$ cat config.mk
export PLATFORM = sky130hd
export DESIGN_NAME = maxpool_seq_ctrl
export DESIGN_NICKNAME = d
export VERILOG_FILES = /design/src/rtl/maxpool_seq_ctrl.sv
export SDC_FILE = /design/constraint.sdc
export NUM_CORES = 1
export LEC_CHECK = 0
export BUFFER_PORTS_ARGS = -buffer_cell sky130_fd_sc_hd__clkbuf_2
export CAP_MARGIN = 20
export CORE_ASPECT_RATIO = 0.75
export CORE_MARGIN = 2
export CORE_UTILIZATION = 58
export CTS_CLUSTER_SIZE = 8
export DETAILED_ROUTE_END_ITERATION = 7
export PLACE_DENSITY = 0.88
export SYNTH_ARGS = -nofsm -noshare
export SYNTH_HDL_FRONTEND = slang
export SYNTH_SLANG_ARGS = --single-unit
$ cat constraint.sdc
create_clock -name clk -period 5.2 [get_ports clk]
set_clock_uncertainty 0.15 [all_clocks]
set_input_delay 1.56 -clock clk [delete_from_list [all_inputs] [get_ports clk]]
set_output_delay 1.56 -clock clk [all_outputs]
set_load 0.03 [all_outputs]
$ cat src/rtl/maxpool_seq_ctrl.sv
// maxpool_seq_ctrl: sequences one 7x7 max-pooling pass over NUM_WIN windows.
// In each window cycle it captures the pooled value, then writes it into the
// result vector one edge later.
// Optional feature: define MAXPOOL_RELU_EN to clamp negative pooled values
// (two's complement) to zero before they are stored.
module maxpool_seq_ctrl #(
    parameter int IntSize = 8,
    parameter int NUM_WIN = 49
) (
    input  logic                         clk,
    input  logic                         rst_n,
    input  logic                         start,
    input  logic                         hold,
    input  logic [IntSize-1:0]           pool_in,
    output logic [20:0]                  maxPoolState,
    output logic                         busy,
    output logic                         done,
    output logic                         result_valid,
    output logic [IntSize*NUM_WIN-1:0]   n_pic2
);

    localparam int IdxW = (NUM_WIN > 1) ? $clog2(NUM_WIN) : 1;
    localparam logic [IdxW-1:0] LastIdx = IdxW'(NUM_WIN - 1);

    typedef enum logic [1:0] {
        ST_IDLE  = 2'd0,
        ST_RUN   = 2'd1,
        ST_DRAIN = 2'd2,
        ST_DONE  = 2'd3
    } state_t;

    state_t               state_r;
    logic [IdxW-1:0]      idx_r;
    logic                 wr_en_r;
    logic [IdxW-1:0]      wr_idx_r;
    logic [IntSize-1:0]   wr_data_r;

    // Value conditioning applied to each captured pooled element.
    function automatic logic [IntSize-1:0] cond_value(input logic [IntSize-1:0] v);
        logic [IntSize-1:0] r;
`ifdef MAXPOOL_RELU_EN
        if (v[IntSize-1]) begin
            r = '0;
        end else begin
            r = v;
        end
`else
        r = v;
`endif
        return r;
    endfunction

    // Control FSM: window index, capture register and all status outputs.
    always_ff @(posedge clk or negedge rst_n) begin
        if (!rst_n) begin
            state_r      <= ST_IDLE;
            idx_r        <= '0;
            wr_en_r      <= 1'b0;
            wr_idx_r     <= '0;
            wr_data_r    <= '0;
            maxPoolState <= 21'd0;
            busy         <= 1'b0;
            done         <= 1'b0;
            result_valid <= 1'b0;
        end else begin
            case (state_r)
                ST_IDLE: begin
                    wr_en_r      <= 1'b0;
                    done         <= 1'b0;
                    maxPoolState <= 21'd0;
                    if (start) begin
                        state_r      <= ST_RUN;
                        idx_r        <= '0;
                        result_valid <= 1'b0;
                        busy         <= 1'b1;
                    end else begin
                        busy <= 1'b0;
                    end
                end
                ST_RUN: begin
                    if (!hold) begin
                        wr_en_r   <= 1'b1;
                        wr_idx_r  <= idx_r;
                        wr_data_r <= cond_value(pool_in);
                        if (idx_r == LastIdx) begin
                            // Last window captured; its write lands during DRAIN.
                            state_r      <= ST_DRAIN;
                            idx_r        <= '0;
                            maxPoolState <= 21'd0;
                        end else begin
                            idx_r        <= idx_r + IdxW'(1);
                            maxPoolState <= 21'(idx_r + IdxW'(1));
                        end
                    end else begin
                        wr_en_r <= 1'b0;
                    end
                end
                ST_DRAIN: begin
                    wr_en_r      <= 1'b0;
                    state_r      <= ST_DONE;
                    busy         <= 1'b0;
                    done         <= 1'b1;
                    result_valid <= 1'b1;
                end
                ST_DONE: begin
                    wr_en_r <= 1'b0;
                    done    <= 1'b0;
                    state_r <= ST_IDLE;
                end
                default: begin
                    state_r      <= ST_IDLE;
                    idx_r        <= '0;
                    wr_en_r      <= 1'b0;
                    maxPoolState <= 21'd0;
                    busy         <= 1'b0;
                    done         <= 1'b0;
                end
            endcase
        end
    end

    // Result storage: one element written per capture, one edge after capture.
    always_ff @(posedge clk or negedge rst_n) begin
        if (!rst_n) begin
            n_pic2 <= '0;
        end else if (wr_en_r) begin
            n_pic2[int'(wr_idx_r) * IntSize +: IntSize] <= wr_data_r;
        end else begin
            n_pic2 <= n_pic2;
        end
    end

endmodule

# Word-level counts from Yosys, hierarchy flattened
# Index checks and enable logic that the tools add are counted.
# classes
add_sub_neg	3
n_mul	0
div	0
order_cmp	0
n_eq_ne	7
shift	2
muxes	19
bitwise	1
reduce_logical	11
# ops
op	n
$bwmux 392	1
$shift 8x33->392 const A	1
$shiftx 8x33->392	1
$pmux 21 s2	1
$neg 9->33	1
$mux 21	1
$mux 6	3
$pmux 6 s2	1
$pmux 1 s2	4
$pmux 2 s4	1
$add 6x1->7 const B	1
$mux 7	1
$add 6x1->6 const B	1
$eq 6x6->1 const B	1
$mux 2	3
$ne 2x2->1 const B	3
$reduce_and 2->1	3
$reduce_and 3->1	2
$reduce_bool 2->1	3
$eq 2x2->1 const B	2
$mux 1	3
$reduce_or 3->1	1
$eq 2x1->1 const B	1
$logic_not 2->1	1
other kinds (2)	2
# word_totals
register_bits	439
latch_bits	0
ramBits	0
romBits	0
out_inout_bits	416
elab_cells	53
memories	0

# Logic depth before layout (Yosys ltp)
# Gate-level depths: netlist of the first run.
# depth
word_depth	4
mapped_depth	12
depth_no_buf	8

# Worst setup path before layout of the first run
# No wires, ideal clock.
# synth_path
path_type	reg-to-reg
start	register wr_idx_r[2]
end	register n_pic2[72]
setup_ps	125
arrival_time_ps	2941
required_ps	4925
slack_ps	1984
stages_incl_launch_ff	11
path_cell_list	dfrtp_1 > buf_2 > or3_1 > nor3_1 > ha_1 > clkbuf_1 > o211a_1 > clkbuf_1 > o21ai_0 > nor2_1 > mux2_2
# synth_via
elab_chain_cells	3
elab_cells_between_ends	4
classes_between	add/sub (1); shift (2); mux (1)
# synth_rtl
element	line	text
start: declaration	35	logic [IdxW-1:0] wr_idx_r;
start signal: assignment	83	wr_idx_r <= idx_r;
$neg 9->33 *	127	n_pic2[int'(wr_idx_r) * IntSize +: IntSize] <= wr_data_r;
$shiftx 8x33->392 / $shift 8x33->392 (equally long branches)	127	
$bwmux 392 *	127	
end signal: indexed assignment	127	
end signal: assignment	129	n_pic2 <= n_pic2;
end: declaration	19	output logic [IntSize*NUM_WIN-1:0] n_pic2
# Every way passes the cells marked *; elsewhere a longest branch is shown, timed or not.
# A chain may end at the register's enable or synchronous reset.

# Worst setup path in the final report of the first run
# layout_path
start	register wr_idx_r[2]
end	register n_pic2[146]
# The elaborated chain is that of the path after synthesis.

==> reports/results.ini, run 1 <==
[global_routing]
track_usage_pct=33.7
antenna_found_initial=0
grt_pass1_wl_mm=80.8
grt_pass1_vias=13400
grt_max_degree=103
overflow=0

[yosys]
ys_types=54
synthFlopType=dfrtp_1
synth.top_cell.area_share_pct=60.0
synth_area_leaders=dfrtp_1, mux2_2, nand2_1
synth_cells=1323
yosysTopAreaCell=dfrtp_1
yosysSeqAreaShare_pct=60.0
synth_edf_count=0
ys_ff_latch=425
yosys_warnings=0
synth.avg_cell_area_um2=13.4
syn_area_mm2=0.0177
async_flop_share_pct=100

[worst_setup_path]
path_buf_inv=1
critPathKind=flip-flop to flip-flop
crit_top_cell=or3_1
crit_fanout=17
crit_cells=9
slowest_stage=or3_1
startpoint_type=flip-flop
crit_chain=or3_1 -> nor3_1 -> ha_1 -> nor2b_1 -> mux2i_2 -> buf_4 -> or3_1 -> nor2_1 -> mux2_2
cp_top_family=simple AND/OR/NAND/NOR gates
cp_data_required_time_ns=5.50
endpoint=n_pic2[146]$_DFFE_PN0P_
r2r_slack_ns=1.11
crit_start=wr_idx_r[2]$_DFFE_PN0P_
reg2regPathDepth=9
r2r_start=wr_idx_r[2]$_DFFE_PN0P_
end_kind=flip-flop
r2r_end=n_pic2[146]$_DFFE_PN0P_
worstPathArrival_ns=4.38
slowest_delay_ns=0.58

[min_path]
holdPathStages=2
min_path_type=flip-flop to flip-flop

[clock_network]
path_clk_slew_ns=0.05
htree_levels=2
cts.repair.resized=0
hold_buffers=0
cts_buffer_depth=3
numClockSinks=425
root_buffer=clkbuf_16
postCtsSetupRepairBufs=0
clk_latency_ns=0.57
tritoncts=yes
cts_buffers=59

[floorplanning]
coreArea_mm2=0.0301
die_area_mm2=0.0320
die_h_um=155
start_util_pct=58.8
die_x_um=206
ios=428
rows=55

[route]
via_count=12800
initialDrtViolationCount=895
vias_per_cell=5.96
postRouteAntennaNets=0
first_pass_iters=6
routed_wl_mm=53.8
routedWlPerCell_um=25.0
route.detailed.drc=0

[timing]
tightest_slew_ns=1.14
finalSetupTns_ns=0
fmax_ghz=0.245
min_period_over_period_pct=78.6
fin_crit_ns=4.09
hold_viol=0
setup_violations=0
maxSlewViolCount=0
slew_headroom_pct=23.4
rsz0062_at_grt=no

[finish]
fin_nets=1768
area_growth_pct=22.9
layout-drive-gt1-share_pct=50.1
finish.cell_count_without_fillers=2149
diodes=0

[placement]
dp_hpwl_mm=37.7
place_congestion=0.892
io_buffers=413
dp.cells=2084

[power]
power.leakage_uw=0.0117
p_per_area_mw_per_mm2=429
peakVddDrop_mv=0.318

[status]
status=finished clean

[run]
drv_cap=0

==> tightest hold or removal path: stages (launching register included) <==
cell and delay (ns):
dfrtp_1 0.34, nand2_1 0.05, o31ai_1 0.05
==> per-layer routing <==
metal  global-route usage, %  share of wire (%)  vias to the layer above
li1                        -                  -                     5447
met1                    43.5                 40                     6564
met2                    53.8                 47                      648
met3                    10.5                9.8                      139
met4                    12.8                3.4                        0
met5                       0                  0                        -
==> synth_stat cells, types with 17 or more instances <==
cell type and number:
buf_4 17, clkbuf_1 68, dfrtp_1 425, and3_1 27, nand2_1 90, o21ai_0 65
and2_1 20, nor2_1 52, o31ai_1 21, nand3_1 24, inv_1 19, mux2_2 328
==> layout make-up <==
class	instances	area, um^2
multi-input cells	799	6680
repair buffers	444	2360
inverters	19	71.3
clock buffers	62	1530
well taps	399	499
fillers	1913	8360
clock inverters	1	8.76
flip-flops and latches	425	10600
==> flip-flops by register name, indices dropped and copies added, names as in the netlist <==
signal        count
wr_data_r         8
idx_r             6
wr_en_r           1
done              1
state_r           2
maxPoolState      7
wr_idx_r          6
result_valid      1
busy              1
n_pic2          392
==> worst min-delay path by stage <==
| stage | startpoint | endpoint |
|---|---|---|
| 2_1_floorplan | idx_r[1]$_DFFE_PN0P_ | wr_idx_r[1]$_DFFE_PN0P_ |
| 3_3_place_gp | n_pic2[6]$_DFFE_PN0P_ | n_pic2[6]$_DFFE_PN0P_ |
| 3_5_place_dp | maxPoolState[5]$_DFFE_PN0P_ | maxPoolState[5]$_DFFE_PN0P_ |
| 4_1_cts | maxPoolState[5]$_DFFE_PN0P_ | maxPoolState[5]$_DFFE_PN0P_ |
| 5_1_grt | n_pic2[35]$_DFFE_PN0P_ | n_pic2[35]$_DFFE_PN0P_ |
| 6_report | maxPoolState[5]$_DFFE_PN0P_ | maxPoolState[5]$_DFFE_PN0P_ |
==> through the flow <==
| step | cell area, um^2 | hold WS (ns) | utilization (%) | power (uW) | setup WS [ns] |
|---|---|---|---|---|---|
| after CTS | 21800 | 0.330 | 72.2 | 9340 | 1.12 |
| after global placement | 20200 | 0.312 | 67.1 | 5930 | 1.25 |
| final | 21800 | 0.323 | 72.3 | 9340 | 1.11 |
| after global routing | 21800 | 0.361 | 72.3 | 9680 | 0.921 |
| after detailed placement | 20200 | 0.319 | 67.1 | 6010 | 1.16 |
| after floorplan | 17800 | 0.339 | - | 5040 | 1.98 |
==> cells by family (layout without fill, tap and decap cells) <==
group / Yosys count / in the layout / synth area share, %
other: 1 / 14 / 0.0212
AO/OA/AOI/OAI: 124 / 124 / 4.40
buffers and inverters: 112 / 526 / 2.79
multiplexers: 357 / 357 / 22.9
AND/OR/NAND/NOR: 288 / 288 / 8.87
XOR/XNOR: 8 / 8 / 0.438
adder cells (fa/ha/maj): 8 / 8 / 0.565
flip-flops: 425 / 425 / 60.0
==> placed cells by master, fill, tap and decap left out, drive strengths merged, types with 2 or more instances in the layout <==
master,count
nand2,91
and3,27
conb,14
nor4,12
ha,8
o31ai,21
o21bai,2
mux2i,11
buf,32
nand3,24
o21a,2
or2,3
o211ai,6
clkbuf,474
o21ai,68
or3,6
xnor2,6
a21oi,6
nor2b,11
nor3b,3
and2,20
mux2,346
or4,3
o211a,2
dfrtp,425
nor3,17
nor2,54
o41ai,6
inv,19
xor2,2
nand2b,16
o2111ai,2
==> power by group <==
| group | leakage (uW) | switching (uW) | internal, uW |
|---|---|---|---|
| sequential | 0.00591 | 246 | 3460 |
| clock | 0.000757 | 1300 | 2030 |
| combinational | 0.00507 | 1730 | 579 |
| total | 0.0117 | 3270 | 6070 |
Note: power is estimated with default switching activity, not from simulation.
==> run 2, diff against run 1 <==
--- a/config.mk
+++ b/config.mk
@@ -5,14 +5,15 @@
 export SDC_FILE = /design/constraint.sdc
 export NUM_CORES = 1
 export LEC_CHECK = 0
+export ABC_AREA = 1
 export BUFFER_PORTS_ARGS = -buffer_cell sky130_fd_sc_hd__clkbuf_2
 export CAP_MARGIN = 20
 export CORE_ASPECT_RATIO = 0.75
 export CORE_MARGIN = 2
-export CORE_UTILIZATION = 58
+export CORE_UTILIZATION = 49
 export CTS_CLUSTER_SIZE = 8
 export DETAILED_ROUTE_END_ITERATION = 7
-export PLACE_DENSITY = 0.88
+export PLACE_DENSITY = 0.79
 export SYNTH_ARGS = -nofsm -noshare
 export SYNTH_HDL_FRONTEND = slang
 export SYNTH_SLANG_ARGS = --single-unit
==> constraint.sdc (replaced) <==
create_clock -name clk -period 3.38 [get_ports clk]
set_clock_uncertainty 0.15 [all_clocks]
set_input_delay 1.014 -clock clk [delete_from_list [all_inputs] [get_ports clk]]
set_output_delay 1.014 -clock clk [all_outputs]
set_load 0.03 [all_outputs]
==> reports/results.ini, run 2 <==
[status]
status=finished clean

[yosys]
ys_ff_latch=425
synth_area_leaders=dfrtp_1, nand2_1, nand4_1
synth.top_cell.area_share_pct=58.9
synth_edf_count=0
synth_cells=2065
yosysSeqAreaShare_pct=58.9
synth_common_cells=nand2_1, dfrtp_1, o21ai_0, nand4_1, nor2_1
synthFlopType=dfrtp_1
async_flop_share_pct=100
syn_area_mm2=0.0180
synth.most_common_cell=nand2_1
yosys_warnings=0
yosysTopAreaCell=dfrtp_1
ys_types=30
synth.avg_cell_area_um2=8.74

[floorplanning]
die_h_um=170
ios=428
start_util_pct=50.0
die_area_mm2=0.0384
coreArea_mm2=0.0361
die_x_um=226
rows=60

[route]
vias_per_cell=5.68
via_count=16800
route.detailed.drc=0
initialDrtViolationCount=1929
routedWlPerCell_um=20.7
routed_wl_mm=61.3
first_pass_iters=6
postRouteAntennaNets=0

[worst_setup_path]
startpoint_type=flip-flop
reg2regPathDepth=8
critPathKind=flip-flop to flip-flop
r2r_end=n_pic2[182]$_DFFE_PN0P_
r2r_slack_ns=0.21
worstPathArrival_ns=3.46
end_kind=flip-flop
r2r_start=wr_idx_r[1]$_DFFE_PN0P_
cp_data_required_time_ns=3.67
crit_fanout=19

[clock_network]
root_buffer=clkbuf_16
cts_buffers=59
path_clk_slew_ns=0.05
tritoncts=yes
clk_latency_ns=0.58
hold_buffers=0
htree_levels=2
cts_buffer_depth=3
numClockSinks=425

[finish]
largest_register_ffs=392
top_regs=n_pic2 x392, wr_data_r x8, maxPoolState x7
finish.cell_count_without_fillers=2963
area_growth_pct=23.4
fin_util_pct=61.7
diodes=0
top_register=n_pic2
most-common-layout-cells=nand2_1, dfrtp_1, clkbuf_2, o21ai_0, nand4_1
multiInputGateArea_mm2=0.00659
design_area_mm2=0.0223
nFillCells=3093
mostFrequentLayoutCell=nand2_1
fin_nets=2485
layout-drive-gt1-share_pct=22.5
seq_area_mm2=0.0106

[placement]
io_buffers=413
place_congestion=0.925
detailedPlace.worstSlack_ns=0.221
dp_hpwl_mm=44.6
place_area_mm2=0.0207
dp.cells=2897

[run]
drv_cap=0

[timing]
maxSlewViolCount=0
fin_crit_ns=3.17
hold_viol=0
min_period_over_period_pct=93.8
finalSetupTns_ns=0
setup_violations=0
tightest_slew_ns=0.840
fmax_ghz=0.315
finalWorstSetupSlack_ns=0.209
rsz0062_at_grt=no
slew_headroom_pct=43.6

[power]
peakVddDrop_mv=0.758
p_per_area_mw_per_mm2=760
power.leakage_uw=0.0119

[min_path]
min_path_type=input pin to async pin

[global_routing]
track_usage_pct=31.8
overflow=0
grt_pass1_wl_mm=93.1
antenna_found_initial=0
grt_pass1_vias=16000
grt_max_degree=146

[run 2: cell types whose count changed in the layout (fill, tap and decap cells not counted), moves of 36 or more]
cell,delta
nand4_1,+169
inv_1,+37
mux2_2,-328
nor3_1,+36
nand2_1,+613
nand3_1,+70
o21ai_0,+142
nor2_1,+74
[run 2: through the flow]
step | hold WS [ns] | total power (uW)
2_1_floorplan | 0.303 | 9600
3_3_place_gp | 0.306 | 11500
3_5_place_dp | 0.309 | 11600
4_1_cts | 0.289 | 16800
5_1_grt | 0.301 | 17600
6_report | 0.252 | 16900
[run 2: cell type report]
cell class	instances	area share (%)
clock buffer	62	6.92
multi-input combinational	1449	29.6
sequential	425	47.8
clock inverter	1	0.0337
tap	496	2.79
inverter	60	1.02
timing repair buffer	470	11.9
[run 2: worst max path at each step]
| stage | from | endpoint | slack [ns] | cells after the start |
|---|---|---|---|---|
| finish | wr_idx_r[1]$_DFFE_PN0P_ | n_pic2[182]$_DFFE_PN0P_ | 0.21 | 8 |
| global route | wr_idx_r[1]$_DFFE_PN0P_ | n_pic2[181]$_DFFE_PN0P_ | 0.008 | 7 |
| CTS | wr_idx_r[2]$_DFFE_PN0P_ | n_pic2[104]$_DFFE_PN0P_ | 0.19 | 10 |
| detailed placement | wr_idx_r[2]$_DFFE_PN0P_ | n_pic2[107]$_DFFE_PN0P_ | 0.22 | 9 |
| global placement | wr_idx_r[1]$_DFFE_PN0P_ | n_pic2[296]$_DFFE_PN0P_ | 0.31 | 11 |
| floorplan | wr_idx_r[0]$_DFFE_PN0P_ | n_pic2[24]$_DFFE_PN0P_ | 0.50 | 12 |
[run 2: timing repair]
action | 4_1_cts | 5_1_grt
gates resized for setup | 0 | 2
setup endpoints to repair | 0 | 50
buffers inserted | 0 | 3
[run 2: cell families (layout without fill, tap and decap cells)]
family	Yosys count	count (layout)	share of synthesized area [%]
compound gates	264	264	7.42
xor+xnor	2	2	0.139
fa+ha+maj	8	8	0.555
buf+inv	204	593	4.98
flops	425	425	58.9
other cells	1	14	0.0208
simple gates	1161	1161	28.0
[run 2: critical path: stages (launching register included)]
cell and delay, ns:
dfrtp_1 0.35, inv_1 0.09, ha_1 0.54, buf_4 0.31
nand4_1 0.29, nor2_1 0.60, nand2_1 0.44, nand2_1 0.14
o21ai_0 0.09
[run 2: power by group]
group / internal (uW) / switching [uW] / total (uW)
sequential: 5530 / 370 / 5900
combinational: 1170 / 4670 / 5850
clock: 3140 / 2030 / 5170
[run 2: per-layer routing]
layer	vias up	global-route usage (%)	wire, um
met5	-	0	0
met4	0	13.0	2450
met3	149	8.11	5870
met2	860	48.2	27500
met1	8196	43.8	25500
li1	7639	-	-
